### config.mk
export PLATFORM = sky130hd
export DESIGN_NAME = cpu_out_capture
export DESIGN_NICKNAME = d
export VERILOG_FILES = /design/src/rtl/cpu_io_pkg.sv /design/src/rtl/cpu_out_capture_sync_fifo.sv /design/src/rtl/cpu_out_capture.sv
export SDC_FILE = /design/constraint.sdc
export NUM_CORES = 1
export LEC_CHECK = 0
export BUFFER_PORTS_ARGS = -buffer_cell sky130_fd_sc_hd__buf_2
export CORE_MARGIN = 2
export CORE_UTILIZATION = 60
export DETAILED_ROUTE_END_ITERATION = 12
export PLACE_DENSITY = 0.79
export SLEW_MARGIN = 0
export SYNTH_ARGS = -nofsm -noshare
export SYNTH_HDL_FRONTEND = slang
export SYNTH_SLANG_ARGS = --single-unit
### constraint.sdc
create_clock -name CLK -period 6.7 [get_ports CLK]
set_input_delay 0.67 -clock CLK [delete_from_list [all_inputs] [get_ports CLK]]
set_output_delay 0.67 -clock CLK [all_outputs]
set_load 0.005 [all_outputs]
### src/rtl/cpu_io_pkg.sv
// cpu_io_pkg
//   Shared constants and types for the CPU output capture path.
//   DEFAULT_WIDTH : width of the CPU's CPUOut word.
//   STAMP_W       : width of the optional cycle timestamp.
//   STAMP_BITS    : extra bits each FIFO entry carries for the stamp (0 when the
//                   stamp is not built).
//   entry_t       : FIFO entry layout at the default data width.
//   Optional feature macro: CPUOUT_TIMESTAMP_EN adds a 16-bit stamp to every entry.
package cpu_io_pkg;

  localparam int DEFAULT_WIDTH = 32;
  localparam int STAMP_W       = 16;

`ifdef CPUOUT_TIMESTAMP_EN
  localparam int STAMP_BITS = STAMP_W;

  typedef struct packed {
    logic [STAMP_W-1:0]       stamp;
    logic [DEFAULT_WIDTH-1:0] data;
  } entry_t;
`else
  localparam int STAMP_BITS = 0;

  typedef struct packed {
    logic [DEFAULT_WIDTH-1:0] data;
  } entry_t;
`endif

endpackage

### src/rtl/cpu_out_capture_sync_fifo.sv
// sync_fifo
//   Single-clock first-word-fall-through FIFO. The head entry is presented on
//   rdata whenever the FIFO is not empty. rdata reads as zero while the FIFO is
//   empty, so nothing stale leaks out after reset.
//   Parameters: entry_t (stored entry type), DEPTH (power of 2, at least 2).
//   Ports:
//     clk    in   clock, rising edge
//     reset  in   synchronous active-high reset; clears pointers and occupancy
//     push   in   write wdata this edge (accepted if not full, or if a pop
//                 happens in the same edge)
//     pop    in   drop the head entry this edge (ignored while empty)
//     wdata  in   entry to write
//     rdata  out  head entry
//     count  out  occupancy 0..DEPTH
//     full   out  count == DEPTH
//     empty  out  count == 0
module sync_fifo #(
  parameter type entry_t = logic [31:0],
  parameter int  DEPTH   = 8
) (
  input  logic                   clk,
  input  logic                   reset,
  input  logic                   push,
  input  logic                   pop,
  input  entry_t                 wdata,
  output entry_t                 rdata,
  output logic [$clog2(DEPTH):0] count,
  output logic                   full,
  output logic                   empty
);

  localparam int AW = $clog2(DEPTH);

  entry_t        mem [DEPTH];
  logic [AW-1:0] wptr;
  logic [AW-1:0] rptr;
  logic          pop_ok;
  logic          push_ok;

  assign empty   = (count == '0);
  assign full    = (count == (AW+1)'(DEPTH));
  assign pop_ok  = pop & ~empty;
  // A pop in the same edge frees a slot, so a full FIFO can still take a push.
  assign push_ok = push & (~full | pop_ok);
  assign rdata   = empty ? '0 : mem[rptr];

  // Pointers wrap naturally because DEPTH is a power of 2. Occupancy is tracked
  // separately, since equal pointers are ambiguous between empty and full.
  always_ff @(posedge clk) begin
    if (reset) begin
      wptr  <= '0;
      rptr  <= '0;
      count <= '0;
    end else begin
      if (push_ok) wptr <= wptr + 1'b1;
      if (pop_ok)  rptr <= rptr + 1'b1;
      case ({push_ok, pop_ok})
        2'b10:   count <= count + 1'b1;
        2'b01:   count <= count - 1'b1;
        default: count <= count;
      endcase
    end
  end

  // Storage has no reset; the empty-gated read keeps stale words invisible.
  always_ff @(posedge clk) begin
    if (!reset && push_ok) mem[wptr] <= wdata;
  end

endmodule

### src/rtl/cpu_out_capture.sv
// cpu_out_capture
//   Watches the CPU's CPUOut word, queues every change in a small FIFO and hands
//   the queued words to a sink over a valid/ready handshake.
//   Parameters: WIDTH (data width, default 32), DEPTH (FIFO entries, power of 2).
//   Ports:
//     CLK       in   system clock, rising edge
//     Reset     in   synchronous active-high reset
//     CPUOut    in   word driven by the CPU
//     OutData   out  head-of-FIFO word, valid while OutValid=1
//     OutValid  out  FIFO not empty
//     OutReady  in   sink takes OutData this cycle
//     Full      out  FIFO holds DEPTH entries
//     Count     out  occupancy 0..DEPTH
//     Overflow  out  sticky: a change was dropped on a full FIFO
//     OutStamp  out  (CPUOUT_TIMESTAMP_EN only) cycle stamp of the head word
//   Optional feature macro: CPUOUT_TIMESTAMP_EN.
module cpu_out_capture
  import cpu_io_pkg::*;
#(
  parameter int WIDTH = DEFAULT_WIDTH,
  parameter int DEPTH = 8
) (
  input  logic                   CLK,
  input  logic                   Reset,
  input  logic [WIDTH-1:0]       CPUOut,
  output logic [WIDTH-1:0]       OutData,
  output logic                   OutValid,
  input  logic                   OutReady,
  output logic                   Full,
  output logic [$clog2(DEPTH):0] Count,
  output logic                   Overflow
`ifdef CPUOUT_TIMESTAMP_EN
  ,
  output logic [STAMP_W-1:0]     OutStamp
`endif
);

  typedef struct packed {
`ifdef CPUOUT_TIMESTAMP_EN
    logic [STAMP_W-1:0] stamp;
`endif
    logic [WIDTH-1:0]   data;
  } cap_entry_t;

  logic [WIDTH-1:0] prev;
  logic             push_req;
  logic             fifo_empty;
  cap_entry_t       wr_entry;
  cap_entry_t       rd_entry;

  // The shadow copy also loads during reset, so a value already sitting on
  // CPUOut when reset releases is not mistaken for a fresh write.
  always_ff @(posedge CLK) begin
    prev <= CPUOut;
  end

  assign push_req      = (CPUOut != prev);
  assign wr_entry.data = CPUOut;
  assign OutData       = rd_entry.data;
  assign OutValid      = ~fifo_empty;

  // A change is lost only when the FIFO is full and no pop frees a slot.
  always_ff @(posedge CLK) begin
    if (Reset) begin
      Overflow <= 1'b0;
    end else if (push_req && Full && !(OutValid && OutReady)) begin
      Overflow <= 1'b1;
    end
  end

`ifdef CPUOUT_TIMESTAMP_EN
  logic [STAMP_W-1:0] stamp_cnt;

  // Free-running cycle counter; each entry records its value at the push edge.
  always_ff @(posedge CLK) begin
    if (Reset) stamp_cnt <= '0;
    else       stamp_cnt <= stamp_cnt + 1'b1;
  end

  assign wr_entry.stamp = stamp_cnt;
  assign OutStamp       = rd_entry.stamp;
`endif

  sync_fifo #(
    .entry_t (cap_entry_t),
    .DEPTH   (DEPTH)
  ) u_fifo (
    .clk   (CLK),
    .reset (Reset),
    .push  (push_req),
    .pop   (OutReady),
    .wdata (wr_entry),
    .rdata (rd_entry),
    .count (Count),
    .full  (Full),
    .empty (fifo_empty)
  );

endmodule
==> summary.txt, run 1 <==
CTS
  • TritonCTS Sinks: 302
  • Clk Latency, worst-skew pair: 550 ps
  • Clock Tree Buf Depth: 3
  • Cts bufs inserted: 29
  • Post-CTS setup repair buffer count: 0
  • CTS clock-pin slew for the worst setup and hold paths: 60 ps
  • CTS tree: yes
  • H-tree levels: 1
  • Root Buffer: clkbuf_16
  • Hold buffer count at cts: 0
  • Post-CTS resize count: 0

Synth
  • Post-Syn Instances: 558
  • Post-synthesis xor/xnor area fraction: 2.84%
  • Mux share of post-synthesis cell area: 15.8%
  • Largest family of logic cells by synthesized area: multiplexers
  • Warnings, synthesis: 0
  • Yosys cell types: 32
  • Simple-gate share of the synthesized area: 3.24%
  • Sequential area share after synthesis: 75.5%
  • FF+latch count, synth: 302
  • Post-synthesis cell area: 11,400 um^2
  • Avg Inst Size Synth: 20.4 um^2
  • Post-synthesis compound-gate area fraction: 0.527%
  • Adder-cell area share of the yosys netlist: 0.724%
  • Synth Net Count: 599

Timing
  • Slack of the critical path: 2730 ps
  • Fin. max-slew vios: 0
  • Period utilization: 59.3%
  • Final Hold Fails: 0
  • Setup Skew: 11.1 ps
  • Least-Margin Pin Slew: 1180 ps
  • Sum Neg Setup Slack: 0 ps
  • Crit path time final: 3970 ps
  • Setup violators final: 0
  • Fmax: 252 MHz
  • Max-slew headroom: 21.0%
  • RSZ-0062 raised after global routing: false

Floorplan
  • Core box area: 18,700 um^2
  • Chip width: 142 um
  • Row count: 50
  • Die area: 20,100 um^2
  • Initial core utilization: 61.0%
  • I/O Pins: 74
  • Die Span Y: 142 um

Drt
  • WL/cell: 24.5 um
  • Via count: 5,491
  • Drt total wl: 22.3 mm
  • Routed Antenna Nets: 0
  • DRC Markers: 0
  • Initial drt markers: 472
  • Drt pass-1 iters: 4
  • Drt via density: 6.03

Critical path
  • CP endpoint: u_fifo.count[3]
  • CP Launch Type: flip-flop
  • FF-to-FF path depth: 11
  • Critical path launch point: prev[6]
  • Worst reg2reg path endpoint: u_fifo.count[3]
  • Crit Path Max Fanout: 11
  • Flop-to-flop setup slack: 2730 ps
  • Worst R2R Start: prev[6]
  • CP Class: flip-flop to flip-flop
  • Crit end category: flip-flop
  • Worst EP arrival: 4440 ps
  • Worst EP required: 7170 ps

Global route
  • Initial antenna violation count: 2
  • Largest net degree at the start of global routing: 39
  • First-pass GRT wire length: 34.3 mm
  • GRT overflow: 0
  • Total track usage: 23.1%
  • Vias in the first global route: 5,808

Power
  • Leakage: 0.00439 uW
  • Worst VDD drop: 0.247 mV
  • Pwr/cell area: 362 nW/um^2

Placement
  • DP Wirelength: 12.1 mm
  • Pre-CTS setup slack: 2300 ps
  • Gp weighted congestion: 0.753
  • Port bufs: 73

Final layout
  • Share of cells above drive strength 1: 31.9%
  • Fillers: 1,144
  • Nets: 692
  • Register area: 8610 um^2
  • Area delta synth->final: 14.9%
  • Footprint of the multi-input gates: 2690 um^2
  • Final core utilization: 70.0%

Outcome
  • Status: finished clean

Worst hold path
  • Min-Delay Path Class: input pin to flip-flop

Job
  • Max_cap viols: 0
## metrics by stage
step | hold slack [ps] | cell area, um^2 | power (uW) | cells
finish | 342 | 13100 | 4740 | 910
global placement | 446 | 12100 | 3080 | 854
detailed placement | 458 | 12100 | 3100 | 854
CTS | 329 | 13100 | 4790 | 908
floorplan | 442 | 11400 | 2810 | 558
global route | 335 | 13100 | 4930 | 908
## report_power, final
| part | internal (uW) | switching (uW) |
|---|---|---|
| clock network | 1030 | 669 |
| logic | 425 | 414 |
| registers | 2110 | 92.0 |
## cell usage after synthesis (all sizes together)
cell type	number	area share, %
nor3	2	0.088
o211a	1	0.088
a21o	1	0.066
xor2	35	2.7
buf	14	0.77
nor4b	1	0.13
fa	1	0.18
clkbuf	10	0.33
o21ai	2	0.088
and2	1	0.055
nand2	1	0.055
mux2	1	0.13
nand4	2	0.11
ha	5	0.55
or3	1	0.055
edfxtp	256	67
nor4	15	1.0
nand2b	4	0.22
a21oi	5	0.22
inv	7	0.23
nor2	44	1.4
nand3b	1	0.066
mux2i	35	3.1
o21bai	1	0.066
mux4	64	13
dfxtp	46	8.1
xnor2	2	0.15
## cells by family after synthesis
group / count (synthesis)
flip-flops: 302
multiplexers: 100
AND/OR/NAND/NOR: 72
XOR/XNOR: 37
buffers and inverters: 31
AO/OA/AOI/OAI: 10
adder cells (fa/ha/maj): 6
## final cells by class
cell class	instances	share of cell area (%)
inverter	7	0.201
multi-input combinational	225	20.5
timing repair buffer	86	3.53
clock inverter	15	1.57
tap	234	2.23
sequential	302	65.8
clock buffer	39	6.13
antenna	2	0.0382
## routing by layer
| metal | track usage (%) | share of wire (%) | up-vias | wire, um |
|---|---|---|---|---|
| li1 | - | - | 2416 | - |
| met1 | 31.8 | 41 | 2861 | 9100 |
| met2 | 38.9 | 51 | 173 | 11400 |
| met3 | 3.61 | 5.5 | 41 | 1240 |
| met4 | 7.42 | 2.7 | 0 | 605 |
| met5 | 0 | 0 | - | 0 |
## cells in the final DEF, fill, tap and decap left out, types with 6 or more instances in the layout
cell type	count
dfxtp_1	43
nor4_1	7
clkinv_2	7
mux2i_1	35
clkbuf_1	6
nor2_1	44
nor4_2	7
buf_2	73
buf_4	13
edfxtp_1	256
xor2_1	35
mux4_2	64
clkbuf_16	29
## registers in the layout, indices dropped and copies added (netlist names), named ones only
name and cells:
u_fifo.rptr 3, u_fifo.count 4, prev 32, Overflow 1, u_fifo.mem 256, u_fifo.wptr 3
## worst min path at each step
stage                           from  cells after the start  endpoint
after floorplan             Overflow                      2  Overflow
after global placement      Overflow                      2  Overflow
after detailed placement    Overflow                      2  Overflow
after CTS                  CPUOut[6]                      1   prev[6]
after global routing      CPUOut[19]                      1  prev[19]
final                     CPUOut[10]                      1  prev[10]
## critical path, cell delays in order, from the launching register on
cell	delay, ps
dfxtp_1	310
xor2_1	170
nor4_1	670
nand4_1	260
o21ai_1	960
ha_1	370
ha_1	250
a21o_1	170
a21oi_1	170
xnor2_1	100
or3_1	310
a21oi_1	160
(Power assumes the default switching activity.)
==> run 2, diff against run 1 <==
--- a/config.mk
+++ b/config.mk
@@ -5,6 +5,7 @@
 export SDC_FILE = /design/constraint.sdc
 export NUM_CORES = 1
 export LEC_CHECK = 0
+export ABC_AREA = 1
 export BUFFER_PORTS_ARGS = -buffer_cell sky130_fd_sc_hd__buf_2
 export CORE_MARGIN = 2
 export CORE_UTILIZATION = 60
==> constraint.sdc (replaced) <==
create_clock -name CLK -period 3.9 [get_ports CLK]
set_input_delay 0.39 -clock CLK [delete_from_list [all_inputs] [get_ports CLK]]
set_output_delay 0.39 -clock CLK [all_outputs]
set_load 0.005 [all_outputs]
==> run 2 against run 1 <==
  * Total power rose by 74%
  * Critical endpoint is now OutData[13]
  * Sequential power rose by 72%
  * Cell count rose by 44%
  * Non-clock buffer count rose by 7
  * Area after synthesis rose by 3.8%
  * Sequential share of layout area fell by 1.4 points
  * Clock-buffer cell count rose by 6
  * Hold slack got worse by 290 ps
  * Largest power group unchanged
  * Die area rose by 3.6%
==> summary.txt, run 2 <==
Drt
  • Max Used Layer: met4
  • WL met1: 10.6 mm
  • Routed Antenna Nets: 0
  • Met3 WL post-DR: 1.63 mm
  • Drt total wl: 24.1 mm
  • Via count: 7,456
  • Routed wl met2: 11.5 mm
  • Drt pass-1 iters: 5
  • WL/cell: 18.4 um
  • Initial drt markers: 851
  • DRC Markers: 0
  • Drt via density: 5.67

Timing
  • Least-Margin Pin Slew: 767 ps
  • Fmax: 344 MHz
  • Sum Neg Setup Slack: 0 ps
  • Setup Skew: 8.56 ps
  • Period utilization: 74.5%
  • Slack of the critical path: 993 ps
  • Final Hold Fails: 0
  • Crit path time final: 2910 ps
  • Setup violators final: 0
  • RSZ-0062 raised after global routing: false
  • Fin. max-slew vios: 0
  • Max-slew headroom: 48.9%

CTS
  • H-tree levels: 1
  • TritonCTS Sinks: 302
  • Clock Tree Buf Depth: 3
  • Cts bufs inserted: 29
  • CTS clock-pin slew for the worst setup and hold paths: 60 ps
  • Clk Latency, worst-skew pair: 540 ps
  • Post-CTS resize count: 0
  • Hold buffer count at cts: 0
  • Root Buffer: clkbuf_16
  • CTS tree: yes
  • Post-CTS setup repair buffer count: 0

Critical path
  • Crit Path Max Fanout: 47
  • Worst EP required: 3510 ps
  • CP Class: flip-flop to output pin
  • CP Launch Type: flip-flop
  • Worst EP arrival: 2520 ps
  • Crit end category: output pin

Synth
  • Avg Inst Size Synth: 12.4 um^2
  • Most used DFF post-synth: edfxtp_1
  • Asr flop ratio synth: 0%
  • Post-Syn Instances: 955
  • Top post-synthesis cells by area: edfxtp_1 65%, nor2_1 9.0%, dfxtp_1 7.8%
  • Largest family of logic cells by synthesized area: simple AND/OR/NAND/NOR gates
  • Mux share of post-synthesis cell area: 0%
  • Simple-gate share of the synthesized area: 11.8%
  • Sequential area share after synthesis: 72.8%
  • Post-synthesis cell area: 11,800 um^2
  • Top cells by count, synth: 285 x nor2_1, 256 x edfxtp_1, 73 x o21ai_0
  • Number of flops mapped to enable cells by yosys: 256
  • Most frequent cell after synthesis: nor2_1
  • Largest area contributor in the netlist: edfxtp_1
  • Post-synthesis xor/xnor area fraction: 1.78%
  • Adder-cell area share of the yosys netlist: 0.698%
  • Yosys cell types: 25
  • Yosys top cell area share: 65.0%
  • Post-synthesis compound-gate area fraction: 9.46%
  • Warnings, synthesis: 0
  • Synth Net Count: 996
  • FF+latch count, synth: 302

Final layout
  • Regs by FF count: u_fifo.mem x256, prev x32, u_fifo.count x4
  • Area delta synth->final: 13.2%
  • Most flop-heavy register: u_fifo.mem
  • Most frequent cells in the layout: 281 x nor2_1, 256 x edfxtp_1, 73 x o21ai_0, 73 x buf_2
  • Nets: 1,067
  • Register area: 8620 um^2
  • Max FFs per register: 256
  • Fillers: 1,296
  • Share of cells above drive strength 1: 14.7%
  • Commonest non-fill, non-tap cell in the layout: nor2_1
  • Footprint of the multi-input gates: 2860 um^2

Power
  • Worst VDD drop: 0.484 mV
  • Clk pwr share: 32.2%
  • Combinational share of power: 22.1%
  • Flop pwr share: 45.8%
  • NetSw: 2400 uW
  • Internal power: 5860 uW
  • Pwr/cell area: 617 nW/um^2
  • Leakage: 0.00481 uW
  • Switch share: 29.0%

Global route
  • Vias in the first global route: 6,894
  • GRT overflow: 0
  • Largest net degree at the start of global routing: 73
  • Total track usage: 23.3%
  • Initial antenna violation count: 0
  • First-pass GRT wire length: 36.9 mm

Placement
  • DP Wirelength: 12.8 mm
  • Port bufs: 73
  • Pre-CTS setup slack: 829 ps
  • Gp weighted congestion: 0.758

Floorplan
  • Chip width: 144 um
  • I/O Pins: 74
  • Initial core utilization: 61.0%
  • Row count: 51
  • Core box area: 19,400 um^2
  • Die Span Y: 144 um
  • Die area: 20,900 um^2

Worst hold path
  • Min-Delay Path Class: input pin to flip-flop

Job
  • Max_cap viols: 0

Outcome
  • Status: finished clean
==> run 2: changes by cell type in the layout (fill, tap and decap cells not counted), sizes merged, moves of 5 or more <==
cell / change
buf: +7
bufinv: -5
clkbuf: +6
inv: +25
mux2i: -35
mux4: -64
nand2: +64
nand3: +5
nor2: +241
nor4: -15
o21ai: +99
o32ai: +64
xnor2: +22
xor2: -35
==> run 2: path summary, 6_finish.rpt <==
kind	endpoint	slack, ps	startpoint	cells after the start
worst max-delay path	OutData[13]	990	flip-flop	7
worst min-delay path	Overflow	50	Reset	2
worst max register to register	u_fifo.count[3]	1010	prev[9]	18
worst min register to register	Overflow	480	Overflow	2
==> run 2: final cells by class <==
cell class / instances / area share (%)
Antenna cell: 1 / 0.0187
Timing Repair Buffer: 93 / 4.04
Sequential cell: 302 / 64.3
Tap cell: 265 / 2.48
Inverter: 33 / 0.944
Clock inverter: 8 / 0.318
Multi-Input combinational cell: 567 / 21.3
Clock buffer: 45 / 6.55
==> run 2: cell families (layout without fill, tap and decap cells) <==
kind of cell,Yosys count,in the layout
other,0,1
xor gates and xnor gates,24,24
buffers and inverters,86,179
and+or+nand+nor,362,362
adders and majority gates,6,6
DFF,302,302
AOI/OAI and AO/OA,175,175
==> run 2: per-stage QoR <==
step	total power (uW)	util [%]	instances	hold WS, ps	instance area, um^2
detailed placement	5650	64.3	1260	465	12500
global route	8660	69.0	1313	48.7	13400
global placement	5610	64.3	1260	450	12500
finish	8260	69.0	1314	50.2	13400
floorplan	5040	-	955	418	11800
CTS	8300	69.0	1313	28.8	13400
==> run 2: power by group through the flow <==
stage | Clock, uW | Sequential, uW | Combinational, uW
floorplan | 0 | 3770 | 1270
global placement | 0 | 3840 | 1770
detailed placement | 0 | 3850 | 1810
CTS | 2690 | 3780 | 1830
global route | 2820 | 3800 | 2050
finish | 2660 | 3780 | 1820
==> run 2: worst max-delay path, cell delays in order, from the launching register on <==
cell	delay, ps
dfxtp_4	360
inv_4	380
buf_4	460
nor2_1	70
o32ai_1	250
o21ai_1	100
nor2_1	180
buf_2	150
==> run 2: routing by layer <==
layer	global-route usage, %	vias to the layer above
li1	-	3542
met5	0	-
met3	3.68	34
met4	7.31	0
met1	33.4	3608
met2	37.3	272
==> run 3, diff against run 2 <==
--- a/config.mk
+++ b/config.mk
@@ -5,12 +5,12 @@
 export SDC_FILE = /design/constraint.sdc
 export NUM_CORES = 1
 export LEC_CHECK = 0
-export ABC_AREA = 1
+export ABC_AREA = 0
 export BUFFER_PORTS_ARGS = -buffer_cell sky130_fd_sc_hd__buf_2
 export CORE_MARGIN = 2
-export CORE_UTILIZATION = 60
+export CORE_UTILIZATION = 54
 export DETAILED_ROUTE_END_ITERATION = 12
-export PLACE_DENSITY = 0.79
+export PLACE_DENSITY = 0.75
 export SLEW_MARGIN = 0
 export SYNTH_ARGS = -nofsm -noshare
 export SYNTH_HDL_FRONTEND = slang
==> constraint.sdc (replaced) <==
create_clock -name CLK -period 2.35 [get_ports CLK]
set_input_delay 0.235 -clock CLK [delete_from_list [all_inputs] [get_ports CLK]]
set_output_delay 0.235 -clock CLK [all_outputs]
set_load 0.005 [all_outputs]
==> run 3 against run 2 <==
  * Register-to-register slack worse by 1600 ps
  * The flow now finishes with violations (setup timing)
  * Highest routed layer is now met5
  * Hold slack worse by 37 ps
  * Clock-buffer cell count down 12
  * Sequential power up 63%
  * Critical path depth up 7
==> summary.txt, run 3 (same netlist as run 1, synthesis figures left out) <==
Final layout
  • Share of cells above drive strength 1: 43.9%
  • Most frequent cells in the layout: 256 x edfxtp_1, 73 x buf_2, 64 x mux4_2
  • Nets: 814
  • Final core utilization: 71.3%
  • Area delta synth->final: 30.6%
  • Final Instance Area: 14,900 um^2
  • Most flop-heavy register: u_fifo.mem
  • Regs by FF count: u_fifo.mem x256, prev x32, u_fifo.count x4
  • Commonest non-fill, non-tap cell in the layout: edfxtp_1
  • Fillers: 1,239
  • Max FFs per register: 256

CTS
  • H-tree levels: 1
  • Root Buffer: clkbuf_16
  • Clock Tree Buf Depth: 3
  • CTS tree: yes
  • Clk Latency, worst-skew pair: 550 ps
  • CTS clock-pin slew for the worst setup and hold paths: 60 ps
  • TritonCTS Sinks: 302
  • Cts bufs inserted: 29

Timing
  • Max-slew headroom: 65.9%
  • Final Hold Fails: 0
  • Crit path time final: 2890 ps
  • Fin. max-slew vios: 0
  • Period utilization: 123%
  • Fmax: 346 MHz
  • Sum Neg Setup Slack: -111,000 ps
  • Setup violators final: 293
  • Slack of the critical path: -541 ps
  • Least-Margin Pin Slew: 511 ps
  • RSZ-0062 raised after global routing: true
  • Setup Skew: 13.5 ps

Floorplan
  • Die area: 22,300 um^2
  • Row count: 53
  • Core box area: 20,900 um^2
  • Initial core utilization: 54.6%
  • I/O Pins: 74
  • Chip width: 149 um
  • Die Span Y: 149 um

Drt
  • Drt via density: 5.78
  • DRC Markers: 0
  • WL/cell: 25.7 um
  • Routed Antenna Nets: 0
  • Via count: 6,194
  • Drt pass-1 iters: 5
  • Initial drt markers: 469
  • Drt total wl: 27.6 mm

Global route
  • Initial antenna violation count: 2
  • Vias in the first global route: 6,431
  • First-pass GRT wire length: 38.8 mm
  • Total track usage: 24.0%
  • GRT overflow: 0
  • Largest net degree at the start of global routing: 65

Critical path
  • Crit end category: flip-flop
  • Worst EP arrival: 3160 ps
  • CP Launch Type: flip-flop
  • Crit Path Max Fanout: 6
  • CP Class: flip-flop to flip-flop
  • Worst EP required: 2610 ps
  • Flop-to-flop setup slack: -540 ps

Power
  • Leakage: 0.00513 uW
  • Worst VDD drop: 0.748 mV
  • Pwr/cell area: 955 nW/um^2

Placement
  • Port bufs: 73
  • Pre-CTS setup slack: -516 ps
  • Area of placed instances: 12,900 um^2
  • Gp weighted congestion: 0.801
  • DP Wirelength: 14.7 mm

Job
  • Max_cap viols: 0

Outcome
  • Status: finished, violations left
  • Failing checks: setup timing

Worst hold path
  • Min-Delay Path Class: input pin to flip-flop
-- run 3: changes by cell type in the layout (fill, tap and decap cells not counted), moves of 64 or more --
cell and change:
nor2_1 -238, o21ai_0 -72, mux4_2 +64, nand2_1 -64, o32ai_1 -64
-- run 3: cell type report --
type	count	area (um^2)	share of cell area (%)
clock buffer	33	761	5.11
multi-input combinational	225	2910	19.6
antenna	1	2.50	0.0168
inverter	7	26.3	0.176
clock inverter	20	171	1.15
tap	275	344	2.31
timing repair buffer	208	2040	13.7
sequential	302	8640	58.0
-- run 3: per-stage QoR --
stage	hold WS, ps	cells	power (uW)
after global placement	398	946	9080
after CTS	0.413	1047	14300
after global routing	16.8	1070	14700
after detailed placement	401	946	9140
after floorplan	263	558	8030
final	13.6	1071	14200
-- run 3: layer usage --
layer / up-vias / share of wire, % / track usage [%]
li1: 2656 / - / -
met1: 3189 / 39 / 32.1
met2: 292 / 52 / 41.2
met3: 55 / 6.3 / 3.21
met4: 2 / 2.8 / 7.95
met5: - / 0.047 / 0
-- run 3: worst paths after layout --
kind	cells after the start	end	startpoint
min	2	prev[21]	CPUOut[21]
max reg2reg	14	u_fifo.mem[6][21]	prev[28]
min reg2reg	2	Overflow	Overflow
max	14	u_fifo.mem[6][21]	prev[28]
-- run 3: repair_timing --
action,in CTS,in global routing
setup buffers,13,24
resized for setup,21,50
setup endpoints to repair,287,291
gates cloned,5,5
endpoints found under the hold margin,64,0
pin swaps,9,22
hold buffers,30,0
-- run 3: worst max-delay path, cell delays in order, from the launching register on --
cell and delay [ps]:
dfxtp_1 320, xor2_1 300, nor4_1 130, nand4_1 190, o21ai_4 100, buf_4 150, buf_6 110, buf_6 110
buf_6 110, buf_6 110, buf_12 130, buf_8 130, nor4_4 350, buf_6 210, clkbuf_16 170
-- run 3: power breakdown --
part | switching (uW) | internal, uW | total (uW)
sequential | 147 | 6030 | 6170
combinational | 1620 | 1890 | 3500
clock | 1980 | 2560 | 4540
total | 3750 | 10500 | 14200
